==> src/rtl/sys_pkg.sv <==
// Shared definitions for the command sequencer: opcodes, FSM encoding, ALU function codes
// and default register-file operand addresses.
package sys_pkg;

    localparam logic [7:0] CmdRfWr    = 8'hAA;
    localparam logic [7:0] CmdRfRd    = 8'hBB;
    localparam logic [7:0] CmdAluOp   = 8'hCC;
    localparam logic [7:0] CmdAluNoOp = 8'hDD;

    localparam int unsigned OpaAddrDefault = 0;
    localparam int unsigned OpbAddrDefault = 1;
    localparam int unsigned TimeoutDefault = 255;
    localparam int unsigned WdCntWidth     = 8;

    typedef enum logic [3:0] {
        StIdle    = 4'd0,
        StWrAddr  = 4'd1,
        StWrData  = 4'd2,
        StRdAddr  = 4'd3,
        StRdWait  = 4'd4,
        StOpa     = 4'd5,
        StOpb     = 4'd6,
        StFun     = 4'd7,
        StAluWait = 4'd8,
        StTxRd    = 4'd9,
        StTxLsb   = 4'd10,
        StTxMsb   = 4'd11
    } state_e;

    typedef enum logic [3:0] {
        AluAdd   = 4'd0,
        AluSub   = 4'd1,
        AluMul   = 4'd2,
        AluDiv   = 4'd3,
        AluAnd   = 4'd4,
        AluOr    = 4'd5,
        AluNand  = 4'd6,
        AluNor   = 4'd7,
        AluXor   = 4'd8,
        AluXnor  = 4'd9,
        AluCmpEq = 4'd10,
        AluCmpGt = 4'd11,
        AluCmpLt = 4'd12,
        AluShr   = 4'd13,
        AluShra  = 4'd14
    } alu_fun_e;

    // States in which the sequencer is blocked on a response from the RF or the ALU.
    function automatic logic is_wait_state(input state_e st);
        return (st == StRdWait) || (st == StAluWait);
    endfunction

endpackage

==> src/rtl/sys_cmd_ctrl_if.sv <==
// Signal bundle between the command sequencer (master) and its RX, register-file, ALU and
// TX neighbours (slave).
interface sys_cmd_ctrl_if #(
    parameter int unsigned DATA_WIDTH    = 8,
    parameter int unsigned ADDR_WIDTH    = 4,
    parameter int unsigned ALU_FUN_WIDTH = 4
);

    logic [DATA_WIDTH-1:0]    rx_p_data;
    logic                     rx_d_vld;
    logic [ADDR_WIDTH-1:0]    rf_addr;
    logic [DATA_WIDTH-1:0]    rf_wr_data;
    logic                     rf_wr_en;
    logic                     rf_rd_en;
    logic [DATA_WIDTH-1:0]    rf_rd_data;
    logic                     rf_rd_data_vld;
    logic [ALU_FUN_WIDTH-1:0] alu_fun;
    logic                     alu_en;
    logic                     clk_gate_en;
    logic [2*DATA_WIDTH-1:0]  alu_out;
    logic                     alu_out_vld;
    logic [DATA_WIDTH-1:0]    tx_p_data;
    logic                     tx_d_vld;
    logic                     tx_ready;
    logic                     cmd_err;

    modport master (
        input  rx_p_data, rx_d_vld, rf_rd_data, rf_rd_data_vld, alu_out, alu_out_vld, tx_ready,
        output rf_addr, rf_wr_data, rf_wr_en, rf_rd_en, alu_fun, alu_en, clk_gate_en,
        output tx_p_data, tx_d_vld, cmd_err
    );

    modport slave (
        output rx_p_data, rx_d_vld, rf_rd_data, rf_rd_data_vld, alu_out, alu_out_vld, tx_ready,
        input  rf_addr, rf_wr_data, rf_wr_en, rf_rd_en, alu_fun, alu_en, clk_gate_en,
        input  tx_p_data, tx_d_vld, cmd_err
    );

endinterface

==> src/rtl/sys_cmd_watchdog.sv <==
// Response timeout counter: held at zero while cleared, counts while enabled and saturates at
// LIMIT, flagging expiry for as long as it sits there enabled.
module sys_cmd_watchdog #(
    parameter int unsigned CNT_WIDTH = 8,
    parameter int unsigned LIMIT     = 255
) (
    input  logic i_clk,
    input  logic i_rst,
    input  logic i_clr,
    input  logic i_en,
    output logic o_expire
);

    localparam logic [CNT_WIDTH-1:0] LimitVal = CNT_WIDTH'(LIMIT);

    logic [CNT_WIDTH-1:0] r_count;
    logic                 w_at_limit;

    assign w_at_limit = (r_count == LimitVal);

    always_ff @(posedge i_clk) begin
        if (i_rst || i_clr) begin
            r_count <= '0;
        end else if (i_en && !w_at_limit) begin
            r_count <= r_count + 1'b1;
        end
    end

    assign o_expire = i_en && w_at_limit;

endmodule

==> src/rtl/sys_cmd_ctrl.sv <==
// Command sequencer: parses AA/BB/CC/DD byte frames, drives RF and ALU strobes and returns read
// data or ALU results to the UART TX side over a valid/ready handshake.
module sys_cmd_ctrl
    import sys_pkg::*;
#(
    parameter int unsigned DATA_WIDTH     = 8,
    parameter int unsigned ADDR_WIDTH     = 4,
    parameter int unsigned ALU_FUN_WIDTH  = 4,
    parameter int unsigned OPA_ADDR       = OpaAddrDefault,
    parameter int unsigned OPB_ADDR       = OpbAddrDefault,
    parameter int unsigned TIMEOUT_CYCLES = TimeoutDefault
) (
    input  logic           i_clk,
    input  logic           i_rst,
    sys_cmd_ctrl_if.master io_bus
);

    localparam logic [ADDR_WIDTH-1:0] OpaAddr = ADDR_WIDTH'(OPA_ADDR);
    localparam logic [ADDR_WIDTH-1:0] OpbAddr = ADDR_WIDTH'(OPB_ADDR);

    state_e                   r_state,       w_state_nxt;
    logic [ADDR_WIDTH-1:0]    r_rf_addr,     w_rf_addr_nxt;
    logic [DATA_WIDTH-1:0]    r_rf_wr_data,  w_rf_wr_data_nxt;
    logic                     r_rf_wr_en,    w_rf_wr_en_nxt;
    logic                     r_rf_rd_en,    w_rf_rd_en_nxt;
    logic [ALU_FUN_WIDTH-1:0] r_alu_fun,     w_alu_fun_nxt;
    logic                     r_alu_en,      w_alu_en_nxt;
    logic                     r_clk_gate_en, w_clk_gate_en_nxt;
    logic [DATA_WIDTH-1:0]    r_tx_p_data,   w_tx_p_data_nxt;
    logic                     r_tx_d_vld,    w_tx_d_vld_nxt;
    logic                     r_cmd_err,     w_cmd_err_nxt;
    logic [2*DATA_WIDTH-1:0]  r_result,      w_result_nxt;

    logic                     w_rx_vld;
    logic [DATA_WIDTH-1:0]    w_frame;
    logic                     w_tx_hs;
    logic                     w_wd_en;
    logic                     w_wd_expire;

    assign w_rx_vld = io_bus.rx_d_vld;
    assign w_frame  = io_bus.rx_p_data;
    assign w_tx_hs  = r_tx_d_vld && io_bus.tx_ready;
    assign w_wd_en  = is_wait_state(r_state);

    // Holding the counter in clear outside the wait states restarts it on every entry.
    sys_cmd_watchdog #(
        .CNT_WIDTH (WdCntWidth),
        .LIMIT     (TIMEOUT_CYCLES)
    ) u_watchdog (
        .i_clk    (i_clk),
        .i_rst    (i_rst),
        .i_clr    (!w_wd_en),
        .i_en     (w_wd_en),
        .o_expire (w_wd_expire)
    );

    always_comb begin
        w_state_nxt       = r_state;
        w_rf_addr_nxt     = r_rf_addr;
        w_rf_wr_data_nxt  = r_rf_wr_data;
        w_rf_wr_en_nxt    = 1'b0;
        w_rf_rd_en_nxt    = 1'b0;
        w_alu_fun_nxt     = r_alu_fun;
        w_alu_en_nxt      = 1'b0;
        w_clk_gate_en_nxt = r_clk_gate_en;
        w_tx_p_data_nxt   = r_tx_p_data;
        w_tx_d_vld_nxt    = r_tx_d_vld;
        w_cmd_err_nxt     = 1'b0;
        w_result_nxt      = r_result;

        unique case (r_state)
            StIdle: begin
                if (w_rx_vld) begin
                    case (w_frame)
                        CmdRfWr:    w_state_nxt   = StWrAddr;
                        CmdRfRd:    w_state_nxt   = StRdAddr;
                        CmdAluOp:   w_state_nxt   = StOpa;
                        CmdAluNoOp: w_state_nxt   = StFun;
                        default:    w_cmd_err_nxt = 1'b1;
                    endcase
                end
            end
            StWrAddr: begin
                if (w_rx_vld) begin
                    w_rf_addr_nxt = w_frame[ADDR_WIDTH-1:0];
                    w_state_nxt   = StWrData;
                end
            end
            StWrData: begin
                if (w_rx_vld) begin
                    w_rf_wr_data_nxt = w_frame;
                    w_rf_wr_en_nxt   = 1'b1;
                    w_state_nxt      = StIdle;
                end
            end
            StRdAddr: begin
                if (w_rx_vld) begin
                    w_rf_addr_nxt  = w_frame[ADDR_WIDTH-1:0];
                    w_rf_rd_en_nxt = 1'b1;
                    w_state_nxt    = StRdWait;
                end
            end
            StRdWait: begin
                // A response arriving on the last allowed cycle beats the timeout.
                if (io_bus.rf_rd_data_vld) begin
                    w_tx_p_data_nxt = io_bus.rf_rd_data;
                    w_tx_d_vld_nxt  = 1'b1;
                    w_state_nxt     = StTxRd;
                end else if (w_wd_expire) begin
                    w_cmd_err_nxt = 1'b1;
                    w_state_nxt   = StIdle;
                end
                if (w_rx_vld) begin
                    w_cmd_err_nxt = 1'b1;
                end
            end
            StOpa: begin
                if (w_rx_vld) begin
                    w_rf_addr_nxt    = OpaAddr;
                    w_rf_wr_data_nxt = w_frame;
                    w_rf_wr_en_nxt   = 1'b1;
                    w_state_nxt      = StOpb;
                end
            end
            StOpb: begin
                if (w_rx_vld) begin
                    w_rf_addr_nxt    = OpbAddr;
                    w_rf_wr_data_nxt = w_frame;
                    w_rf_wr_en_nxt   = 1'b1;
                    w_state_nxt      = StFun;
                end
            end
            StFun: begin
                if (w_rx_vld) begin
                    w_alu_fun_nxt     = w_frame[ALU_FUN_WIDTH-1:0];
                    w_alu_en_nxt      = 1'b1;
                    w_clk_gate_en_nxt = 1'b1;
                    w_state_nxt       = StAluWait;
                end
            end
            StAluWait: begin
                if (io_bus.alu_out_vld) begin
                    w_result_nxt      = io_bus.alu_out;
                    w_tx_p_data_nxt   = io_bus.alu_out[DATA_WIDTH-1:0];
                    w_tx_d_vld_nxt    = 1'b1;
                    w_clk_gate_en_nxt = 1'b0;
                    w_state_nxt       = StTxLsb;
                end else if (w_wd_expire) begin
                    w_cmd_err_nxt     = 1'b1;
                    w_clk_gate_en_nxt = 1'b0;
                    w_state_nxt       = StIdle;
                end
                if (w_rx_vld) begin
                    w_cmd_err_nxt = 1'b1;
                end
            end
            StTxRd, StTxMsb: begin
                if (w_tx_hs) begin
                    w_tx_d_vld_nxt = 1'b0;
                    w_state_nxt    = StIdle;
                end
                if (w_rx_vld) begin
                    w_cmd_err_nxt = 1'b1;
                end
            end
            StTxLsb: begin
                if (w_tx_hs) begin
                    w_tx_p_data_nxt = r_result[2*DATA_WIDTH-1:DATA_WIDTH];
                    w_state_nxt     = StTxMsb;
                end
                if (w_rx_vld) begin
                    w_cmd_err_nxt = 1'b1;
                end
            end
            default: begin
                w_state_nxt = StIdle;
            end
        endcase
    end

    always_ff @(posedge i_clk) begin
        if (i_rst) begin
            r_state       <= StIdle;
            r_rf_addr     <= '0;
            r_rf_wr_data  <= '0;
            r_rf_wr_en    <= 1'b0;
            r_rf_rd_en    <= 1'b0;
            r_alu_fun     <= '0;
            r_alu_en      <= 1'b0;
            r_clk_gate_en <= 1'b0;
            r_tx_p_data   <= '0;
            r_tx_d_vld    <= 1'b0;
            r_cmd_err     <= 1'b0;
            r_result      <= '0;
        end else begin
            r_state       <= w_state_nxt;
            r_rf_addr     <= w_rf_addr_nxt;
            r_rf_wr_data  <= w_rf_wr_data_nxt;
            r_rf_wr_en    <= w_rf_wr_en_nxt;
            r_rf_rd_en    <= w_rf_rd_en_nxt;
            r_alu_fun     <= w_alu_fun_nxt;
            r_alu_en      <= w_alu_en_nxt;
            r_clk_gate_en <= w_clk_gate_en_nxt;
            r_tx_p_data   <= w_tx_p_data_nxt;
            r_tx_d_vld    <= w_tx_d_vld_nxt;
            r_cmd_err     <= w_cmd_err_nxt;
            r_result      <= w_result_nxt;
        end
    end

    assign io_bus.rf_addr     = r_rf_addr;
    assign io_bus.rf_wr_data  = r_rf_wr_data;
    assign io_bus.rf_wr_en    = r_rf_wr_en;
    assign io_bus.rf_rd_en    = r_rf_rd_en;
    assign io_bus.alu_fun     = r_alu_fun;
    assign io_bus.alu_en      = r_alu_en;
    assign io_bus.clk_gate_en = r_clk_gate_en;
    assign io_bus.tx_p_data   = r_tx_p_data;
    assign io_bus.tx_d_vld    = r_tx_d_vld;
    assign io_bus.cmd_err     = r_cmd_err;

endmodule

==> src/flat_wrapper.sv <==
// flat-port wrapper written by rule: the top's interface ports become plain ports
module sys_cmd_ctrl_flat import sys_pkg::*;
#(
    parameter int unsigned DATA_WIDTH     = 8,
    parameter int unsigned ADDR_WIDTH     = 4,
    parameter int unsigned ALU_FUN_WIDTH  = 4,
    parameter int unsigned OPA_ADDR       = OpaAddrDefault,
    parameter int unsigned OPB_ADDR       = OpbAddrDefault,
    parameter int unsigned TIMEOUT_CYCLES = TimeoutDefault
)
  (i_clk, i_rst, io_bus_rx_p_data, io_bus_rx_d_vld, io_bus_rf_rd_data, io_bus_rf_rd_data_vld, io_bus_alu_out, io_bus_alu_out_vld, io_bus_tx_ready, io_bus_rf_addr, io_bus_rf_wr_data, io_bus_rf_wr_en, io_bus_rf_rd_en, io_bus_alu_fun, io_bus_alu_en, io_bus_clk_gate_en, io_bus_tx_p_data, io_bus_tx_d_vld, io_bus_cmd_err);
  sys_cmd_ctrl_if #(.DATA_WIDTH(DATA_WIDTH), .ADDR_WIDTH(ADDR_WIDTH), .ALU_FUN_WIDTH(ALU_FUN_WIDTH)) io_bus_i ();
  input  logic i_clk;
  input  logic i_rst;
  input wire logic [$bits(io_bus_i.rx_p_data)-1:0] io_bus_rx_p_data;
  input wire logic [$bits(io_bus_i.rx_d_vld)-1:0] io_bus_rx_d_vld;
  input wire logic [$bits(io_bus_i.rf_rd_data)-1:0] io_bus_rf_rd_data;
  input wire logic [$bits(io_bus_i.rf_rd_data_vld)-1:0] io_bus_rf_rd_data_vld;
  input wire logic [$bits(io_bus_i.alu_out)-1:0] io_bus_alu_out;
  input wire logic [$bits(io_bus_i.alu_out_vld)-1:0] io_bus_alu_out_vld;
  input wire logic [$bits(io_bus_i.tx_ready)-1:0] io_bus_tx_ready;
  output wire logic [$bits(io_bus_i.rf_addr)-1:0] io_bus_rf_addr;
  output wire logic [$bits(io_bus_i.rf_wr_data)-1:0] io_bus_rf_wr_data;
  output wire logic [$bits(io_bus_i.rf_wr_en)-1:0] io_bus_rf_wr_en;
  output wire logic [$bits(io_bus_i.rf_rd_en)-1:0] io_bus_rf_rd_en;
  output wire logic [$bits(io_bus_i.alu_fun)-1:0] io_bus_alu_fun;
  output wire logic [$bits(io_bus_i.alu_en)-1:0] io_bus_alu_en;
  output wire logic [$bits(io_bus_i.clk_gate_en)-1:0] io_bus_clk_gate_en;
  output wire logic [$bits(io_bus_i.tx_p_data)-1:0] io_bus_tx_p_data;
  output wire logic [$bits(io_bus_i.tx_d_vld)-1:0] io_bus_tx_d_vld;
  output wire logic [$bits(io_bus_i.cmd_err)-1:0] io_bus_cmd_err;
  assign io_bus_i.rx_p_data = io_bus_rx_p_data;
  assign io_bus_i.rx_d_vld = io_bus_rx_d_vld;
  assign io_bus_i.rf_rd_data = io_bus_rf_rd_data;
  assign io_bus_i.rf_rd_data_vld = io_bus_rf_rd_data_vld;
  assign io_bus_i.alu_out = io_bus_alu_out;
  assign io_bus_i.alu_out_vld = io_bus_alu_out_vld;
  assign io_bus_i.tx_ready = io_bus_tx_ready;
  assign io_bus_rf_addr = io_bus_i.rf_addr;
  assign io_bus_rf_wr_data = io_bus_i.rf_wr_data;
  assign io_bus_rf_wr_en = io_bus_i.rf_wr_en;
  assign io_bus_rf_rd_en = io_bus_i.rf_rd_en;
  assign io_bus_alu_fun = io_bus_i.alu_fun;
  assign io_bus_alu_en = io_bus_i.alu_en;
  assign io_bus_clk_gate_en = io_bus_i.clk_gate_en;
  assign io_bus_tx_p_data = io_bus_i.tx_p_data;
  assign io_bus_tx_d_vld = io_bus_i.tx_d_vld;
  assign io_bus_cmd_err = io_bus_i.cmd_err;
  sys_cmd_ctrl #(.DATA_WIDTH(DATA_WIDTH), .ADDR_WIDTH(ADDR_WIDTH), .ALU_FUN_WIDTH(ALU_FUN_WIDTH), .OPA_ADDR(OPA_ADDR), .OPB_ADDR(OPB_ADDR), .TIMEOUT_CYCLES(TIMEOUT_CYCLES)) u_core (.i_clk(i_clk), .i_rst(i_rst), .io_bus(io_bus_i));
endmodule
==> config.mk <==
export PLATFORM = sky130hd
export DESIGN_NAME = sys_cmd_ctrl_flat
export DESIGN_NICKNAME = d
export VERILOG_FILES = /design/src/rtl/sys_pkg.sv /design/src/rtl/sys_cmd_ctrl_if.sv /design/src/rtl/sys_cmd_watchdog.sv /design/src/rtl/sys_cmd_ctrl.sv /design/src/flat_wrapper.sv
export SDC_FILE = /design/constraint.sdc
export NUM_CORES = 1
export LEC_CHECK = 0
export ABC_CLOCK_PERIOD_IN_PS = 5300
export BUFFER_PORTS_ARGS = -buffer_cell sky130_fd_sc_hd__buf_4
export CORE_UTILIZATION = 55
export DETAILED_ROUTE_END_ITERATION = 6
export PLACE_DENSITY = 0.87
export SYNTH_ARGS = -nofsm -noshare
export SYNTH_HDL_FRONTEND = slang
export SYNTH_HIERARCHICAL = 1
export SYNTH_SLANG_ARGS = --single-unit
==> constraint.sdc <==
create_clock -name i_clk -period 5.3 [get_ports i_clk]
set_clock_uncertainty 0.1 [all_clocks]
set_input_delay 1.06 -clock i_clk [delete_from_list [all_inputs] [get_ports i_clk]]
set_output_delay 1.06 -clock i_clk [all_outputs]
set_load 0.1 [all_outputs]
* Word-level counts from Yosys, hierarchy flattened
Cells that the tools add are included.
Word-level totals: flip-flop bits (word level) 58, input bits 38
Cells by class: mux-type cells 38, equal/unequal tests 30, bitwise gates (word level) 3, reduce and logical (&&, ||, !) cells 28, add/sub/neg operators 1
Operators with widths (number):
- 4-bit 2-to-1 mux | 14
- 4-bit case mux with 11 select lines | 1
- 8-bit equality test, second input constant | 5
- 8-bit 2-to-1 mux | 3
- 8-bit case mux with 3 select lines | 1
- 2-bit inequality test, second input constant | 9
- 4-bit by 3-bit equality test with 1-bit output, second input constant | 4
- 4-bit equality test, second input constant | 4
- 4-bit case mux with 4 select lines | 1
- 1-bit 2-to-1 mux | 14
- 4-bit case mux with 3 select lines | 1
- 4-bit AND reduction | 3
- 10-bit AND reduction | 1
- 2-bit OR reduction | 5
- 3-bit nonzero test | 3
- 8-bit by 1-bit adder with 8-bit output, second input constant | 1
- 4-bit by 2-bit equality test with 1-bit output, second input constant | 2
- 2-bit by 1-bit inequality test with 1-bit output, second input constant | 3
- 2-bit AND reduction | 3
- 3-bit OR reduction | 2
- 5-bit inequality test, second input constant | 1
- 4-bit by 1-bit equality test with 1-bit output, second input constant | 1
- 4-bit zero test | 1
- 1-bit case mux with 4 select lines | 1
- 10 further kinds | 16

* Longest topological paths before layout
Gate-level depths: netlist of the first run.
word-level depth 7, depth in mapped cells 9, mapped depth without buffers 8

* Modules after synthesis
Netlist of the first run, hierarchy kept.
By module, submodules not included:
- sys_cmd_ctrl | times used 1, area each 2160.8 µm², seq. area each 840.8 µm², cells each 235
- sys_cmd_watchdog | times used 1, area each 454.2 µm², seq. area each 160.2 µm², cells each 48

* Worst setup path after synthesis of the first run
Ideal clock, no wire load.
kind input-to-reg, start point input port io_bus_rx_p_data[6], end point register u_core.r_state[3], data arrival time 2.015 ns, setup time 0.086 ns, slack 3.099 ns, required time 5.114 ns, stages 4, path buffers 0, path through nand4bb_1 a211oi_1 o21ai_1 a211oi_1
On the way: cells in the longest elaborated chain, start to end 3, elaborated cells between the ends (all ways) 6, those cells by class eq/ne: 5; reduce/logical: 1
RTL lines:
- start, declared | RTL line flat_wrapper.sv:15 | input wire logic [$bits(io_bus_i.rx_p_data)-1:0] io_bus_rx_p_data;
- 8-bit equality test | RTL line sys_cmd_ctrl.sv:74 | case (w_frame)
- 5-bit inequality test (no line) *
- 10-bit AND reduction (no line) *
- end signal, assigned | RTL line sys_cmd_ctrl.sv:183 | r_state <= StIdle;
- end signal, assigned | RTL line sys_cmd_ctrl.sv:196 | r_state <= w_state_nxt;
- end, declared | RTL line sys_cmd_ctrl.sv:21 | state_e r_state, w_state_nxt;
Mark *: on every way between the ends. The rest lies on a longest branch, timed or not. A chain may end at the register's enable or synchronous reset.

* Final worst setup path of the first run
start point register u_core.r_state[2], end point register u_core.r_state[3]
On the way: cells in the longest elaborated chain, start to end 6, elaborated cells between the ends (all ways) 30, those cells by class eq/ne: 21; mux: 4; reduce/logical: 5
RTL lines:
- 4-bit by 3-bit equality test with 1-bit output / 4-bit equality test (equally long branches) | RTL line sys_pkg.sv:50 | return (st == StRdWait) || (st == StAluWait);
- 1-bit logical OR * | RTL line sys_pkg.sv:50
- named net u_core.w_wd_en | RTL line sys_cmd_ctrl.sv:37 | logic w_wd_en;
- 1-bit logical AND * | RTL line sys_cmd_watchdog.sv:29 | assign o_expire = i_en && w_at_limit;
- named net u_core.w_wd_expire | RTL line sys_cmd_ctrl.sv:38 | logic w_wd_expire;
- 4-bit 2-to-1 mux *
- 4-bit 2-to-1 mux (on tied branches)
- 4-bit case mux with 11 select lines * | RTL line sys_cmd_ctrl.sv:71 | unique case (r_state)
Mark *: on every way through the listed nets, which the timed path passes. The rest lies on a longest branch.

==> flow_summary.toml, run 1 <==
[clock_network]
cts_tree = "built"
cts_resized = 0
clk_pin_slew_ps = 90
clockBufferDepth = 2
postCtsHoldBufs = 0
postCtsSetupBuffers = 0
clk_latency_ps = 300
htree_levels = 2
root_buffer = "clkbuf_8"
cts_sinks = 50
cts_buffers = 5

[critical_path]
reg2reg_slack_ps = 2670
r2r-start = "u_core/r_state[2]"
crit_type = "flip-flop to flip-flop"
critical_path_arrival_ps = 2710
start_kind = "flip-flop"
reg2reg_depth = 8
crit_path_end_kind = "flip-flop"
cp_max_fo = 20
crit_required_ps = 5380
worstReg2RegEnd = "u_core/r_state[3]"

[placed_design]
io_buffers = 67
place_ws_ps = 2710
gp_congestion = 0.844
dp_hpwl_um = 4400

[pwr]
intPower_mw = 0.555
ir_drop_mv = 0.126
p_sw_mw = 0.159
switching_share_pct = 22.3
combPwrFrac_pct = 8.2
pwr-share-clk_pct = 38.8
cellPowerDensity_mw_per_mm2 = 222
sequentialPowerShare_pct = 53.0
p_leak_nw = 1.30

[worst_hold_path]
hold_start = "u_core/io_bus.tx_p_data[3]"
holdPathEnd = "u_core/io_bus.tx_p_data[3]"
hold_depth = 2
hp-class = "flip-flop to flip-flop"

[floorplanning]
row_count = 24
die_w_um = 71.0
start_util_pct = 58.4
io_pins = 68
core_area_mm2 = 0.00447
die-height_um = 71.0
dieArea_mm2 = 0.00503

[yosys]
syn_nets = 322
ys.flop_type = "dfxtp_1"
yosys.cell_count.top_type = "dfxtp_1"
synth_common_cells = "dfxtp_1 (50), mux2i_1 (38), nand2_1 (28), nor2_1 (28), a21oi_1 (13)"
ys_types = 60
yosys_warnings = 6
ys_seq_area_share_pct = 38.3
syn_inst = 283
synthArstFlopShare_pct = 0
synth_edf_count = 0
ys_ff_latch = 50
synth.largest_area_cell = "dfxtp_1"
synth_top_area_share_pct = 38.3
postSynthAreaPerCell_um2 = 9.24
yosys-top-cells-area = "dfxtp_1 (38%), mux2i_1 (15%), nand2_1 (4.0%), nor2_1 (4.0%), o211ai_1 (2.6%)"
syn_area_mm2 = 0.00262

[final_layout]
fillers = 346
seq_area_mm2 = 0.00100
diodes = 0
multiInputGateArea_mm2 = 0.00150
fin_nets = 380
syn_to_final_growth_pct = 22.7
drive_above_1_share_pct = 26.1

[timing]
fin_setup_tns_ps = 0
fmax_ghz = 0.380
fin_ws_ps = 2670
setup_viol = 0
hold_ws_ps = 372
fin_crit_ps = 2630
maxSlewViolCount = 0
period_share_pct = 49.7
hold_violations = 0
relSlewSlack_pct = 41.0
rsz0062_at_grt = "no"
tightest_slew_ps = 881

[job]
maxCapViolCount = 0

[grt]
grt_pass1_vias = 2128
grt_overflow = 0
grt_pass1_wl_um = 10200
antenna_found_initial = 0
grt_start_max_net_pins = 40
grt_usage_pct = 25.4

[drt]
drtIter0Drc = 113
drc = 0
dr.pass1.iters = 6
ant_nets = 0
wl_um = 6130
vias = 2261
vias_per_cell = 5.75
wl_per_cell_um = 15.6

[outcome]
status = "finished, final reports clean"
cells by family after synthesis:
logic type | share of synthesized area, %
flops | 38.3
mux | 14.5
fa+ha+maj | 0.478
buf+inv | 4.35
xor+xnor | 1.34
simple gates | 22.7
compound gates | 18.3
registers in the layout, summed over array words and instances (netlist names):
signal                     cells
u_core/io_bus.rf_addr          4
u_core/io_bus.tx_d_vld         1
u_core/io_bus.tx_p_data        8
u_core/u_watchdog/r_count      8
u_core/io_bus.rf_wr_en         1
u_core/r_state                 4
u_core/io_bus.cmd_err          1
u_core/io_bus.clk_gate_en      1
u_core/r_result                8
u_core/io_bus.rf_rd_en         1
u_core/io_bus.rf_wr_data       8
u_core/io_bus.alu_fun          4
u_core/io_bus.alu_en           1
power groups by stage:
stage	clock network, mW	logic [mW]	registers [mW]
after global placement	0	0.0577	0.387
after floorplan	0	0.0209	0.393
after CTS	0.279	0.0587	0.378
after detailed placement	0	0.0585	0.387
after global routing	0.292	0.0635	0.378
final	0.277	0.0587	0.378
through the flow:
step | total power [mW] | utilization, % | std cells | area [µm²]
6_report | 0.713 | 71.7 | 393 | 3210
2_1_floorplan | 0.414 | - | 283 | 2620
4_1_cts | 0.715 | 71.7 | 393 | 3210
5_1_grt | 0.734 | 71.7 | 393 | 3210
3_3_place_gp | 0.444 | 69.2 | 386 | 3100
3_5_place_dp | 0.445 | 69.2 | 386 | 3100
routing by layer:
| metal | vias up | track usage (%) | wire length, µm | part of all wire [%] |
|---|---|---|---|---|
| li1 | 1156 | - | - | - |
| met1 | 1042 | 33.5 | 2750 | 45 |
| met2 | 55 | 42.7 | 3030 | 49 |
| met3 | 8 | 4.99 | 279 | 4.6 |
| met4 | 0 | 6.89 | 65 | 1.1 |
| met5 | - | 0 | 0 | 0 |
placed cells by master (no fill, tap or decap), types with 2 or more instances in the layout:
cell	instances
and4b_1	2
xnor2_1	2
nand3_1	4
nor2b_1	3
a211oi_1	6
nor3b_1	5
o21ai_1	3
and3_1	3
o21ai_0	4
nand2_1	28
nand2b_1	8
a2111oi_4	2
mux2i_1	38
nand3b_1	4
o211ai_1	9
o21a_1	3
xor2_1	2
inv_1	4
o22ai_1	3
and4_1	2
a21oi_1	13
nor2_1	28
clkbuf_8	6
buf_4	68
o32ai_1	2
nand4bb_1	2
nand3_2	2
dfxtp_1	50
nor3_1	3
nand4_1	3
area by class of cell:
type                    instances  area share (%)
clock inverters                 1           0.936
flip-flops and latches         50            31.2
multi-input cells             211            46.8
repair buffers                 68            15.9
well taps                      52            2.03
inverters                       5           0.585
clock buffers                   6            2.57
critical path: stages, from the launching register on:
cell and delay, ps:
dfxtp_1 760, nor2b_1 240, o21a_1 270, and3_1 320, and3_1 270, nor3b_1 200
o32ai_1 110, a21oi_1 170, a211oi_1 60
worst max-delay path by stage:
stage	from	endpoint	slack [ps]	cells past startpoint
6_report	u_core/r_state[2]	u_core/r_state[3]	2670	8
3_3_place_gp	i_rst	u_core/r_state[2]	2770	3
2_1_floorplan	io_bus_rx_p_data[6]	u_core/r_state[3]	3100	4
5_1_grt	u_core/r_state[2]	u_core/r_state[3]	2460	8
4_1_cts	u_core/r_state[2]	u_core/r_state[3]	2680	8
3_5_place_dp	u_core/r_state[2]	u_core/r_state[3]	2710	8
Note: power is estimated with default switching activity, not from simulation.
==> run 2, diff against run 1 <==
--- a/config.mk
+++ b/config.mk
@@ -5,11 +5,11 @@
 export SDC_FILE = /design/constraint.sdc
 export NUM_CORES = 1
 export LEC_CHECK = 0
-export ABC_CLOCK_PERIOD_IN_PS = 5300
+export ABC_CLOCK_PERIOD_IN_PS = 2600
 export BUFFER_PORTS_ARGS = -buffer_cell sky130_fd_sc_hd__buf_4
-export CORE_UTILIZATION = 55
+export CORE_UTILIZATION = 53
 export DETAILED_ROUTE_END_ITERATION = 6
-export PLACE_DENSITY = 0.87
+export PLACE_DENSITY = 0.84
 export SYNTH_ARGS = -nofsm -noshare
 export SYNTH_HDL_FRONTEND = slang
 export SYNTH_HIERARCHICAL = 1
==> constraint.sdc (replaced) <==
create_clock -name i_clk -period 2.6 [get_ports i_clk]
set_clock_uncertainty 0.1 [all_clocks]
set_input_delay 0.52 -clock i_clk [delete_from_list [all_inputs] [get_ports i_clk]]
set_output_delay 0.52 -clock i_clk [all_outputs]
set_load 0.1 [all_outputs]
==> run 2 against run 1 <==
Critical path depth did not move; first-iteration DRC count rose by 22%; die area rose by 3.7%; final cell count rose by 6.1%; largest cell class unchanged.
==> flow_summary.toml, run 2 (synthesized netlist as in run 1, its figures left out) <==
[floorplanning]
dieArea_mm2 = 0.00522
row_count = 25
start_util_pct = 55.4
core_area_mm2 = 0.00472
die-height_um = 72.2
die_w_um = 72.2
io_pins = 68

[final_layout]
syn_to_final_growth_pct = 24.9
diodes = 0
drive_above_1_share_pct = 27.7
finish.utilization_pct = 69.1
layout_common_cells = "buf_4 (76), dfxtp_1 (50), mux2i_1 (38)"
fin_nets = 388
layout_commonest_cell = "buf_4"

[grt]
grt_pass1_wl_um = 10200
grt_start_max_net_pins = 40
grt_usage_pct = 25.0
antenna_found_initial = 0
grt_pass1_vias = 2258
grt_overflow = 0

[critical_path]
start_kind = "flip-flop"
crit_required_ps = 2730
critPathTopFamily = "simple AND/OR/NAND/NOR gates"
reg2reg_depth = 8
crit_type = "flip-flop to flip-flop"
cp_num_buf_inv = 0
crit_path_end_kind = "flip-flop"
critical_path_arrival_ps = 2180
cp_max_fo = 12
reg2reg_slack_ps = 550
worstReg2RegEnd = "u_core/r_state[3]"
cp_cell_sequence = "nor2_1, o21a_1, and3_1, and3_1, nor3b_1, o32ai_1, a21oi_1, a211oi_1"
max_stage_delay_ps = 560
cp_common_cell = "and3_1"
r2r-start = "u_core/r_state[1]"
crit_slowest_cell = "dfxtp_1"

[drt]
vias_per_cell = 5.67
drc = 0
wl_per_cell_um = 14.7
wl_um = 6130
drtIter0Drc = 138
dr.pass1.iters = 4
ant_nets = 0
vias = 2365

[worst_hold_path]
holdPathEnd = "u_core/io_bus.tx_d_vld"
hold_depth = 2
hold_start = "io_bus_tx_ready"
hp-class = "primary input to flip-flop"

[clock_network]
cts_buffers = 5
clk_pin_slew_ps = 90
root_buffer = "clkbuf_8"
postCtsSetupBuffers = 0
postCtsHoldBufs = 0
cts_resized = 0
cts_sinks = 50
clockBufferDepth = 2
cts_tree = "built"
htree_levels = 2
clk_latency_ps = 310

[placed_design]
dp_hpwl_um = 4520
io_buffers = 67
gp_congestion = 0.911

[timing]
relSlewSlack_pct = 63.7
setup_viol = 0
tightest_slew_ps = 545
hold_violations = 0
maxSlewViolCount = 0
fin_crit_ps = 2050
fmax_ghz = 0.488
period_share_pct = 78.8
fin_setup_tns_ps = 0
rsz0062_at_grt = "no"

[pwr]
cellPowerDensity_mw_per_mm2 = 416
p_leak_nw = 1.34
ir_drop_mv = 0.211

[outcome]
status = "finished, final reports clean"

[job]
maxCapViolCount = 0
## run 2: cell types whose count changed in the layout (fill, tap and decap cells not counted)
cell       delta
buf_4         +8
bufinv_16     -1
clkbuf_1      +1
clkinv_2      +1
## run 2: routing by layer
layer | share of wire, % | wire [µm] | track usage (%) | vias to the layer above
met4 | 2.4 | 149 | 11.1 | 0
met5 | 0 | 0 | 0 | -
met1 | 43 | 2640 | 30.9 | 1105
met2 | 47 | 2900 | 40.9 | 87
li1 | - | - | - | 1159
met3 | 7.0 | 432 | 6.53 | 14
## run 2: area by class of cell
class                           instances  area (µm²)
Multi-Input combinational cell        211        1500
Tap cell                               67        83.8
Inverter                                5        18.8
Clock buffer                            7        86.3
Timing Repair Buffer                   76         571
Fill cell                             389        1460
Sequential cell                        50        1000
Clock inverter                          1        5.00
## run 2: how the worst max path moves through the flow
stage                                 from                end  slack (ps)  depth (start not counted)
finish                   u_core/r_state[1]  u_core/r_state[3]         550                          8
global route             u_core/r_state[1]  u_core/r_state[3]         450                          8
CTS                      u_core/r_state[1]  u_core/r_state[3]         590                          8
detailed placement     io_bus_rx_p_data[5]  u_core/r_state[3]         670                          5
global placement         u_core/r_state[1]  u_core/r_state[3]         700                          8
floorplan           u_core/io_bus.tx_d_vld  u_core/r_state[2]         540                          4
## run 2: power by group
group	internal, mW	total, mW	switching [mW]
logic	0.0566	0.122	0.0650
clock network	0.215	0.467	0.252
registers	0.767	0.769	0.00139
total	1.04	1.36	0.319
## run 2: metrics by stage
step / cell area (µm²) / total power, mW / instances / worst slack, ps / hold WS [ps]
after floorplan: 2620 / 0.844 / 283 / 545 / 360
after global placement: 3170 / 0.907 / 409 / 705 / 345
after detailed placement: 3170 / 0.909 / 409 / 665 / 357
after CTS: 3270 / 1.37 / 417 / 589 / 329
after global routing: 3270 / 1.41 / 417 / 453 / 321
final: 3270 / 1.36 / 417 / 551 / 333
